**config.mk**
```make
export PLATFORM = sky130hd
export DESIGN_NAME = m_encoder_alu
export DESIGN_NICKNAME = d
export VERILOG_FILES = /design/src/rtl/m_encoder_alu.sv
export SDC_FILE = /design/constraint.sdc
export NUM_CORES = 1
export LEC_CHECK = 0
export ABC_AREA = 1
export BUFFER_PORTS_ARGS = -buffer_cell sky130_fd_sc_hd__buf_2
export CORE_UTILIZATION = 55
export DETAILED_ROUTE_END_ITERATION = 12
export PLACE_DENSITY = 0.94
export SYNTH_ARGS = -nofsm -noshare
export SYNTH_HDL_FRONTEND = slang
export SYNTH_SLANG_ARGS = --single-unit
```
**constraint.sdc**
```tcl
create_clock -name clk -period 4.7 [get_ports clk]
set_clock_uncertainty 0.15 [all_clocks]
set_input_delay 0.47 -clock clk [delete_from_list [all_inputs] [get_ports clk]]
set_output_delay 0.47 -clock clk [all_outputs]
set_load 0.03 [all_outputs]
```
**src/rtl/m_encoder_alu.sv**
```systemverilog
// Re-encodes an ALU control bundle plus register indices into a canonical RRR
// instruction word through a two-stage valid/ready pipeline with error counting.
package m_encoder_alu_pkg;
  typedef enum logic [3:0] {
    CORE_OP_ADD, CORE_OP_AND, CORE_OP_XOR, CORE_OP_SHL, CORE_OP_SHR,
    CORE_OP_ASL, CORE_OP_ASR, CORE_OP_ROL, CORE_OP_ROR
  } e_core_op;
  typedef enum logic [1:0] {UNARY_ID, UNARY_NEG, UNARY_NOT} e_unary;
  typedef enum logic [1:0] {SHIFT_SHL, SHIFT_SHR, SHIFT_ASR, SHIFT_ROL} e_shift_kind;

  typedef struct packed {
    e_shift_kind shift_kind;
    logic [4:0]  shift_amt;
  } s_shift;

  typedef struct packed {
    e_core_op core_op;
    e_unary   unary_a;
    e_unary   unary_b;
    s_shift   shift;
    e_unary   unary_out;
  } s_control;

  localparam int CONTROL_W = $bits(s_control);

  // Canonical bundles: every encodable entry carries a zero SHL shift field.
  localparam logic [CONTROL_W-1:0] BUNDLE_ADD = {CORE_OP_ADD, UNARY_ID,  UNARY_ID,  SHIFT_SHL, 5'd0, UNARY_ID};
  localparam logic [CONTROL_W-1:0] BUNDLE_SUB = {CORE_OP_ADD, UNARY_ID,  UNARY_NEG, SHIFT_SHL, 5'd0, UNARY_ID};
  localparam logic [CONTROL_W-1:0] BUNDLE_AND = {CORE_OP_AND, UNARY_ID,  UNARY_ID,  SHIFT_SHL, 5'd0, UNARY_ID};
  localparam logic [CONTROL_W-1:0] BUNDLE_OR  = {CORE_OP_AND, UNARY_NOT, UNARY_NOT, SHIFT_SHL, 5'd0, UNARY_NOT};
  localparam logic [CONTROL_W-1:0] BUNDLE_XOR = {CORE_OP_XOR, UNARY_ID,  UNARY_ID,  SHIFT_SHL, 5'd0, UNARY_ID};
  localparam logic [CONTROL_W-1:0] BUNDLE_SHL = {CORE_OP_SHL, UNARY_ID,  UNARY_ID,  SHIFT_SHL, 5'd0, UNARY_ID};
  localparam logic [CONTROL_W-1:0] BUNDLE_SHR = {CORE_OP_SHR, UNARY_ID,  UNARY_ID,  SHIFT_SHL, 5'd0, UNARY_ID};
  localparam logic [CONTROL_W-1:0] BUNDLE_ASL = {CORE_OP_ASL, UNARY_ID,  UNARY_ID,  SHIFT_SHL, 5'd0, UNARY_ID};
  localparam logic [CONTROL_W-1:0] BUNDLE_ASR = {CORE_OP_ASR, UNARY_ID,  UNARY_ID,  SHIFT_SHL, 5'd0, UNARY_ID};
  localparam logic [CONTROL_W-1:0] BUNDLE_ROL = {CORE_OP_ROL, UNARY_ID,  UNARY_ID,  SHIFT_SHL, 5'd0, UNARY_ID};
  localparam logic [CONTROL_W-1:0] BUNDLE_ROR = {CORE_OP_ROR, UNARY_ID,  UNARY_ID,  SHIFT_SHL, 5'd0, UNARY_ID};
endpackage

module m_encoder_alu
  import m_encoder_alu_pkg::*;
#(
  parameter int ERR_CNT_W = 8
) (
  input  logic                 clk,
  input  logic                 rst,
  input  logic                 in_valid,
  output logic                 in_ready,
  input  logic [CONTROL_W-1:0] in_control,
  input  logic [4:0]           in_rd,
  input  logic [4:0]           in_rs1,
  input  logic [4:0]           in_rs2,
  output logic                 out_valid,
  input  logic                 out_ready,
  output logic [31:0]          out_instr,
  output logic                 out_error,
  output logic [ERR_CNT_W-1:0] err_count,
  input  logic                 err_clear
);

  localparam logic [ERR_CNT_W-1:0] ERR_MAX = '1;

  // Returns {error, opcode}.
  function automatic logic [4:0] classify(input logic [CONTROL_W-1:0] c);
    case (c)
      BUNDLE_ADD: return {1'b0, 4'd0};
      BUNDLE_SUB: return {1'b0, 4'd1};
      BUNDLE_AND: return {1'b0, 4'd2};
      BUNDLE_OR:  return {1'b0, 4'd3};
      BUNDLE_XOR: return {1'b0, 4'd4};
      BUNDLE_SHL: return {1'b0, 4'd5};
      BUNDLE_SHR: return {1'b0, 4'd6};
      BUNDLE_ASL: return {1'b0, 4'd7};
      BUNDLE_ASR: return {1'b0, 4'd8};
      BUNDLE_ROL: return {1'b0, 4'd9};
      BUNDLE_ROR: return {1'b0, 4'd10};
      default:    return {1'b1, 4'd0};
    endcase
  endfunction

  function automatic logic [31:0] assemble(input logic err, input logic [3:0] op,
                                           input logic [4:0] rd, input logic [4:0] rs1,
                                           input logic [4:0] rs2);
    return err ? 32'h0 : {4'h0, op, rd, rs1, rs2, 9'h0};
  endfunction

  logic                 vld_p1_q, vld_p1_d;
  logic                 err_p1_q, err_p1_d;
  logic [3:0]           op_p1_q, op_p1_d;
  logic [4:0]           rd_p1_q, rd_p1_d, rs1_p1_q, rs1_p1_d, rs2_p1_q, rs2_p1_d;
  logic                 vld_p2_q, vld_p2_d;
  logic                 err_p2_q, err_p2_d;
  logic [31:0]          instr_p2_q, instr_p2_d;
  logic [ERR_CNT_W-1:0] err_cnt_q, err_cnt_d;
  logic                 s1_adv, s2_adv, accept;
  logic [4:0]           cls;

  always_comb begin
    s2_adv     = !vld_p2_q || out_ready;
    s1_adv     = !vld_p1_q || s2_adv;
    accept     = in_valid && s1_adv;
    cls        = classify(in_control);

    // Stage 1 boundary: classification and register indices
    vld_p1_d   = s1_adv ? accept : vld_p1_q;
    err_p1_d   = err_p1_q;
    op_p1_d    = op_p1_q;
    rd_p1_d    = rd_p1_q;
    rs1_p1_d   = rs1_p1_q;
    rs2_p1_d   = rs2_p1_q;
    if (accept) begin
      err_p1_d = cls[4];
      op_p1_d  = cls[3:0];
      rd_p1_d  = in_rd;
      rs1_p1_d = in_rs1;
      rs2_p1_d = in_rs2;
    end

    // Stage 2 boundary: assembled word; data holds when a bubble passes
    vld_p2_d   = s2_adv ? vld_p1_q : vld_p2_q;
    err_p2_d   = err_p2_q;
    instr_p2_d = instr_p2_q;
    if (s2_adv && vld_p1_q) begin
      err_p2_d   = err_p1_q;
      instr_p2_d = assemble(err_p1_q, op_p1_q, rd_p1_q, rs1_p1_q, rs2_p1_q);
    end

    err_cnt_d  = err_cnt_q;
    if (err_clear)
      err_cnt_d = '0;
    else if (vld_p2_q && out_ready && err_p2_q && err_cnt_q != ERR_MAX)
      err_cnt_d = err_cnt_q + 1'b1;
  end

  always_ff @(posedge clk or posedge rst) begin
    if (rst) begin
      vld_p1_q   <= 1'b0;
      err_p1_q   <= 1'b0;
      op_p1_q    <= '0;
      rd_p1_q    <= '0;
      rs1_p1_q   <= '0;
      rs2_p1_q   <= '0;
      vld_p2_q   <= 1'b0;
      err_p2_q   <= 1'b0;
      instr_p2_q <= '0;
      err_cnt_q  <= '0;
    end else begin
      vld_p1_q   <= vld_p1_d;
      err_p1_q   <= err_p1_d;
      op_p1_q    <= op_p1_d;
      rd_p1_q    <= rd_p1_d;
      rs1_p1_q   <= rs1_p1_d;
      rs2_p1_q   <= rs2_p1_d;
      vld_p2_q   <= vld_p2_d;
      err_p2_q   <= err_p2_d;
      instr_p2_q <= instr_p2_d;
      err_cnt_q  <= err_cnt_d;
    end
  end

  assign in_ready  = s1_adv;
  assign out_valid = vld_p2_q;
  assign out_instr = instr_p2_q;
  assign out_error = err_p2_q;
  assign err_count = err_cnt_q;

endmodule

```
# After elaboration in Yosys (flattened, before gate mapping)
# Index checks and enable logic that the tools add are counted.
# word_totals
output_inout_bits	43
regBits	63
in_bits	37
# op_classes
reduce_logical	11
n_mux	4
eq_ne	11
n_addsub	1
# op_table
cell	n
17-bit by 16-bit == test with 1-bit output (second input constant)	4
5-bit case mux with 11 select lines	1
17-bit by 14-bit == test with 1-bit output (second input constant)	2
17-bit by 15-bit == test with 1-bit output (second input constant)	2
28-bit two-way mux	1
17-bit by 10-bit == test with 1-bit output (second input constant)	1
17-bit == test (second input constant)	1
17-bit logical NOT	1
8-bit two-way mux	2
8-bit by 1-bit adder with 8-bit output (second input constant)	1
8-bit inequality test (second input constant)	1
1-bit logical AND	5
1-bit logical NOT	2
1-bit logical OR	2
2-bit nonzero test	1

# Depth between registers and ports, before layout
# Gate-level depths: netlist of run 1.
# depth
word_depth	5
mapped_depth	11
mapped_depth_nobuf	11

# Least setup slack after synthesis of run 1
# Ideal clock, no wire load.
# synth_timing
path_kind	register to register
start	register err_cnt_q[0], in the netlist err_count[0]
end	register err_cnt_q[4], in the netlist err_count[4]
path_stages_with_launch	10
arrival_time_ns	1.426
path_buffers	0
t_required_ns	4.433
setup_slack_ns	3.007
path_cell_list	dfrtp_1 ha_1 nand2_1 inv_1 nand3_2 nand2_4 nor2_4 nand2_1 nor2_1 nor2_1
# synth_via
elab_chain_len	3
elab_cells_between_ends	6
cone_classes	1 x add/sub; 1 x eq/ne; 2 x mux; 2 x reduce/logical
# synth_lines
item	line	rtl
start: declaration	94	logic [ERR_CNT_W-1:0] err_cnt_q, err_cnt_d;
start signal: assignment	157	err_cnt_q <= err_cnt_d;
8-bit by 1-bit adder with 8-bit output / 8-bit inequality test (equally long branches)	132, 131	
8-bit two-way mux / 1-bit logical AND (equally long branches)	131	else if (vld_p2_q && out_ready && err_p2_q && err_cnt_q != ERR_MAX)
8-bit two-way mux / 2-bit nonzero test (equally long branches)	n/a	
# Parallel ways exist; a longest one is shown, timed or not. The select of a mux whose other input is x is not followed.
# A chain may end at the register's enable or synchronous reset.

# Worst setup path in the final report of run 1
# layout_timing
start	register vld_p1_q
end	register rs2_p1_q[2]
# layout_via
elab_chain_len	3
# layout_lines
item	line	rtl
start: declaration	87	logic vld_p1_q, vld_p1_d;
start signal: assignment	148	vld_p1_q <= vld_p1_d;
1-bit logical NOT	100	s1_adv = !vld_p1_q || s2_adv;
1-bit logical OR	100	
1-bit logical AND	101	accept = in_valid && s1_adv;
end signal: assignment	153	rs2_p1_q <= rs2_p1_d;
end: declaration	90	logic [4:0] rd_p1_q, rd_p1_d, rs1_p1_q, rs1_p1_d, rs2_p1_q, rs2_p1_d;
# No other way between the ends.

==> run metrics, run 1 <==
status finished clean; Setup Fix Bufs, Post-CTS 0; XOR/XNOR Fraction of Synth Area less than 1%; multi-input logic area 0.00103 mm²; final RePlAce weighted congestion 0.873; GR peak layer met2; Critical Path Slowest Stage Cell inv_2; Synth-to-Final Area Change 15.9%; Synth area leaders dfrtp_1 49%, nand2_1 13%, o21ai_1 4.7%, inv_1 4.6%, buf_4 4.1%; crit path max fanout 31; static leakage 1.63 nW; DP HPWL 3980 µm; top_reg_cell synth dfrtp_1; worst min-delay path startpoint in_rs2[4]; Crit path top cell by count nand2_1; Die Area 0.00490 mm²; antenna-violating nets left 0; clk sinks 50; initial DRC count between 150 and 200; RSZ-0062 raised after global routing false; Longest Clk Path Bufs 2; fin cells 428; Reg clk slew, reported paths 0.09 ns; power per cell area 360 mW/mm²; via/cell ratio 5.11; Setup crit start vld_p1_q; Final Cycle Share 39.4%; DRC Markers 0; compound-cell area share of the yosys netlist 8.41%; M3 GR Usage 5.48%; Synth Instances between 300 and 400; Final nets 413; WL final 5320 µm; Worst EP arrival roughly 1.9 ns; endpoints failing setup 0; Max Slew Vio Count 0; CP delay by family, top simple AND/OR/NAND/NOR gates; Adder-Cell Fraction of Synth Area 0.492%; Yosys reg bits 50; CTS buffer count 5; Cell Chain, Critical Path nand3_1, nand2_1, inv_2, nand2_1, o21ai_1; top-count cell post-synth nand2_1; critical setup path kind reg -> reg; most frequent cells after synthesis 89 x nand2_1, 50 x dfrtp_1, 31 x inv_1, 28 x nor2_1, 24 x o21ai_1; Die H 70.0 µm; post-layout util between 60% and 70%; fraction of layout cells with a size suffix above 1 a little over a quarter; met2 GRT Util between 40% and 50%; Core ar. 0.00441 mm²; Mapped Area between 0.002 and 0.003 mm²; DP Cell Count 420; Max transition margin roughly a third; area fraction of the dominant cell type after synthesis between 40 and 50%; n_diodes 0; cts repair resizes 0; Post-Synth Simple-Gate Area 29.2%; crit start category register; largest net degree at the start of global routing 51; Final Power 1.06 mW; Overall Global Routing Usage 23.2%; filler cell count 381; crit end category register; Fin. Hold Viols 0; Peak VDD IR roughly 0.14 mV; first-pass GRT wire length 9000 µm; antenna violations before repair 0; CTS root buf clkbuf_8; die width ~70 µm; Post-synth EDFFs 0; RR Startpoint vld_p1_q; clk_lat worst skew 0.30 ns; sequential element share of the synthesized area 49.2%; hold_buf cts 0; post-route setup TNS 0 ns; buffer and inverter count on the worst path 1; largest area contributor in the netlist dfrtp_1; Initial Util between 50 and 60%; port bufs 66; main combinational cell family by area after synthesis simple AND/OR/NAND/NOR gates; met1 global-route usage 27.6%; Avg Cell Area, Syn 8.18 µm²; TritonCTS clock tree yes; drt pass-1 iters 7; Netlist cell types 29; Hold Path Class in -> reg; FP Rows 24; worst slew pin tran approximately 1 ns; mux share of post-synthesis cell area 0%; htree depth 2; fin crit period 1.85 ns; IO Pins 80; Max-cap violations 0; sequential cell area 0.00125 mm²; CP max stage delay 0.47 ns; post-DR wirelength/cell 12.4 µm; FMAX 539 MHz; ys async rst share 100%; Via Count between 2,000 and 2,500; GR Overflow Total 0; vias in the first global route ~2,100; Critical Path RT around 4.8 ns; yosys warns 0
## metrics by stage
stage	hold WS [ns]	setup slack [ns]	area (µm²)
after floorplan	0.300	2.88	2590
after global placement	0.313	2.85	2840
after detailed placement	0.317	2.72	2840
after CTS	0.206	2.89	2950
after global routing	0.209	2.70	2950
final	0.210	2.85	2950
## cell type report
cell class                 instances  share of cell area (%)
inverter                          40                    5.60
multi-input combinational        212                    34.8
clock inverter                     2                    1.27
timing repair buffer              66                    11.2
tap                               52                    2.21
clock buffer                       6                    2.46
sequential                        50                    42.4
## cell families (layout without fill, tap and decap cells)
logic type               after synthesis  count (layout)
AND/OR/NAND/NOR                      161             161
buffers and inverters                 61             114
flip-flops                            50              50
AO/OA/AOI/OAI                         36              36
adder cells (fa/ha/maj)                1               1
other                                  1              13
XOR/XNOR                               1               1
## worst reg2reg max path, stage by stage (launching register included)
cell and delay, ns:
dfrtp_1 0.42, nand3_1 0.18, nand2_1 0.28, inv_2 0.47
nand2_1 0.15, o21ai_1 0.13
## placed cells by master (no fill, tap or decap), drive strengths merged
cell / count
buf: 66
a22o: 8
inv: 38
conb: 13
a21oi: 4
bufinv: 2
clkinvlp: 1
clkbuf: 6
o21ai: 24
xor2: 1
nand4: 4
ha: 1
nand3b: 2
nor3: 6
nor2: 36
nand2: 93
clkinv: 1
nand3: 19
nor3b: 1
dfrtp: 50
## metal layers
layer | up-vias | wire [µm]
met5 | - | 0
met1 | 1021 | 2150
met3 | 8 | 287
met2 | 79 | 2810
met4 | 0 | 68
li1 | 1077 | -
## report_power, final
group,leakage (nW),internal [mW],switching [mW]
clock network,0.0514,0.159,0.139
registers,0.652,0.482,0.0320
logic,0.927,0.0693,0.181
## flip-flops by register name (all words and copies together), names as in the netlist, 4 cells and up
register and flops:
err_count 8, rs1_p1_q 5, out_instr 19, rs2_p1_q 5, rd_p1_q 5, op_p1_q 4
## final timing paths
path,end,slack [ns],cells after the start
min reg2reg,op_p1_q[1],0.34,2
max in group asynchronous,err_p1_q,3.53,2
min in group asynchronous,out_instr[9],0.25,2
min,rs2_p1_q[4],0.21,3
max reg2reg,rs2_p1_q[2],2.85,5
max,rs2_p1_q[2],2.85,5
Note: power is estimated with default switching activity, not from simulation.
==> inputs of run 2 (changes only) <==
--- a/config.mk
+++ b/config.mk
@@ -7,9 +7,9 @@
 export LEC_CHECK = 0
 export ABC_AREA = 1
 export BUFFER_PORTS_ARGS = -buffer_cell sky130_fd_sc_hd__buf_2
-export CORE_UTILIZATION = 55
+export CORE_UTILIZATION = 46
 export DETAILED_ROUTE_END_ITERATION = 12
-export PLACE_DENSITY = 0.94
+export PLACE_DENSITY = 0.85
 export SYNTH_ARGS = -nofsm -noshare
 export SYNTH_HDL_FRONTEND = slang
 export SYNTH_SLANG_ARGS = --single-unit
==> constraint.sdc (replaced) <==
create_clock -name clk -period 1.6 [get_ports clk]
set_clock_uncertainty 0.15 [all_clocks]
set_input_delay 0.16 -clock clk [delete_from_list [all_inputs] [get_ports clk]]
set_output_delay 0.16 -clock clk [all_outputs]
set_load 0.03 [all_outputs]
==> run 2 against run 1 <==
Net effect: hold slack worse by 0.17 ns; non-clock buffer count is 30 higher; setup slack worse by 2.8 ns; die area is 19% higher; critical path depth is 4 higher; first-iteration DRC count is 23% higher; fmax is 19% higher; cell area is 11% higher; total power grew to 2.9 times the previous value; via count is 5.6% higher; critical endpoint is now err_count[0].
==> run metrics, run 2 (synthesis results as in run 1) <==
status finished clean; Fin. Hold Viols 0; first-pass GRT wire length just over 9000 µm; Reg clk slew, reported paths around 0.080 ns; antenna violations before repair 0; commonest non-fill, non-tap cell in the layout nand2_1; post-route setup TNS 0 ns; clk sinks 50; htree depth 2; Synth-to-Final Area Change 28.5%; Hold Path Class in -> reg; drt pass-1 iters 4; Clock Power Share 22.5%; Critical Path RT 1.64 ns; DRC Markers 0; clk_lat worst skew 0.30 ns; static leakage 1.76 nW; Final Cycle Share a little over nine tenths; DP Cell Count around 440; FMAX 644 MHz; crit start category register; final RePlAce weighted congestion 0.881; Flop pwr share between 40% and 50%; Max Slew Vio Count 0; n_diodes 0; via/cell ratio 4.86; switching pwr around 1.0 mW; Gate power share 27.8%; crit end category register; endpoints failing setup 0; max FFs per register 19; DP HPWL 3780 µm; sw frac 33.9%; most frequent cells in the layout 87 x nand2_1, 66 x buf_2, 48 x dfrtp_1, 30 x inv_1, 27 x nor2_1; Die Area 0.00583 mm²; critical setup path kind reg -> reg; TritonCTS clock tree yes; post-DR wirelength/cell 11.7 µm; die width 76.4 µm; CTS root buf clkbuf_8; initial DRC count about 190; Fin Hold WS 0.0358 ns; vias in the first global route 2,131; Die H 76.4 µm; Initial Util 48.9%; fraction of layout cells with a size suffix above 1 29.4%; Overall Global Routing Usage around a fifth; Via Count ~2,300; Longest Clk Path Bufs 2; Final nets between 400 and 500; post-layout util 62.8%; largest net degree at the start of global routing 35; internal cell power 2.00 mW; Core ar. 0.00520 mm²; Peak VDD IR 0.432 mV; CTS buffer count 5; antenna-violating nets left 0; IO Pins 80; port bufs 66; FP Rows 26; fin cells between 400 and 500; power per cell area 926 mW/mm²; WL final 5580 µm; Max-cap violations 0; Worst EP arrival 1.59 ns; GR Overflow Total 0; fin crit period 1.55 ns; crit path max fanout 5
run 2: changes by cell type in the layout (fill, tap and decap cells not counted), sizes merged:
cell / change
dlygate4sd3: +17
clkbuf: +1
clkinvlp: -1
buf: +13
bufinv: -1
run 2: what timing repair did:
item                       CTS  global route
setup buffers                0             7
hold buffers                17             0
resized for setup            0             6
setup endpoints to repair    0             3
hold endpoints to repair    33             0
run 2: power by group through the flow:
| stage | clock network (mW) | logic, mW | registers [mW] |
|---|---|---|---|
| finish | 0.681 | 0.843 | 1.50 |
| global route | 0.757 | 0.919 | 1.52 |
| CTS | 0.696 | 0.802 | 1.50 |
| detailed placement | 0 | 0.769 | 1.53 |
| global placement | 0 | 0.750 | 1.52 |
| floorplan | 0 | 0.365 | 1.70 |
run 2: path summary, 6_finish.rpt:
| check | start | end | slack, ns | cells past startpoint |
|---|---|---|---|---|
| worst min register to register | op_p1_q[0] | op_p1_q[0] | 0.34 | 2 |
| max in group asynchronous | rst | err_count[0] | 0.57 | 4 |
| worst max register to register | err_count[3] | err_count[0] | 0.05 | 9 |
| min in group asynchronous | rst | out_instr[15] | 0.23 | 3 |
| worst min-delay path | out_ready | vld_p1_q | 0.04 | 4 |
| worst max-delay path | err_count[3] | err_count[0] | 0.05 | 9 |
run 2: per-layer routing:
metal	wire (µm)	track usage, %	up-vias
li1	-	-	1134
met1	2380	24.3	1076
met2	2720	33.7	83
met3	295	3.95	14
met4	182	10.0	0
met5	0	0	-
run 2: cell type report:
type | instances | area (µm²)
clock buffers | 7 | 76.3
fillers | 464 | 1940
well taps | 70 | 87.6
repair buffers | 96 | 627
multi-input cells | 212 | 1060
inverters | 40 | 165
flip-flops and latches | 50 | 1250
run 2: through the flow:
stage	power, mW	instance area, µm²	setup slack [ns]
floorplan	2.07	2600	-0.0195
global placement	2.27	2940	0.128
detailed placement	2.29	2940	0.0269
CTS	3.00	3190	0.0104
global route	3.20	3270	-0.0316
finish	3.03	3270	0.0482
run 2: worst max-delay path, stage by stage (launching register included):
cell	delay, ns
dfrtp_1	0.39
nand2_1	0.08
inv_2	0.07
nand2_2	0.07
nor2_4	0.14
nand3_2	0.11
nand2_4	0.14
buf_6	0.12
xor2_2	0.14
nor2_1	0.05
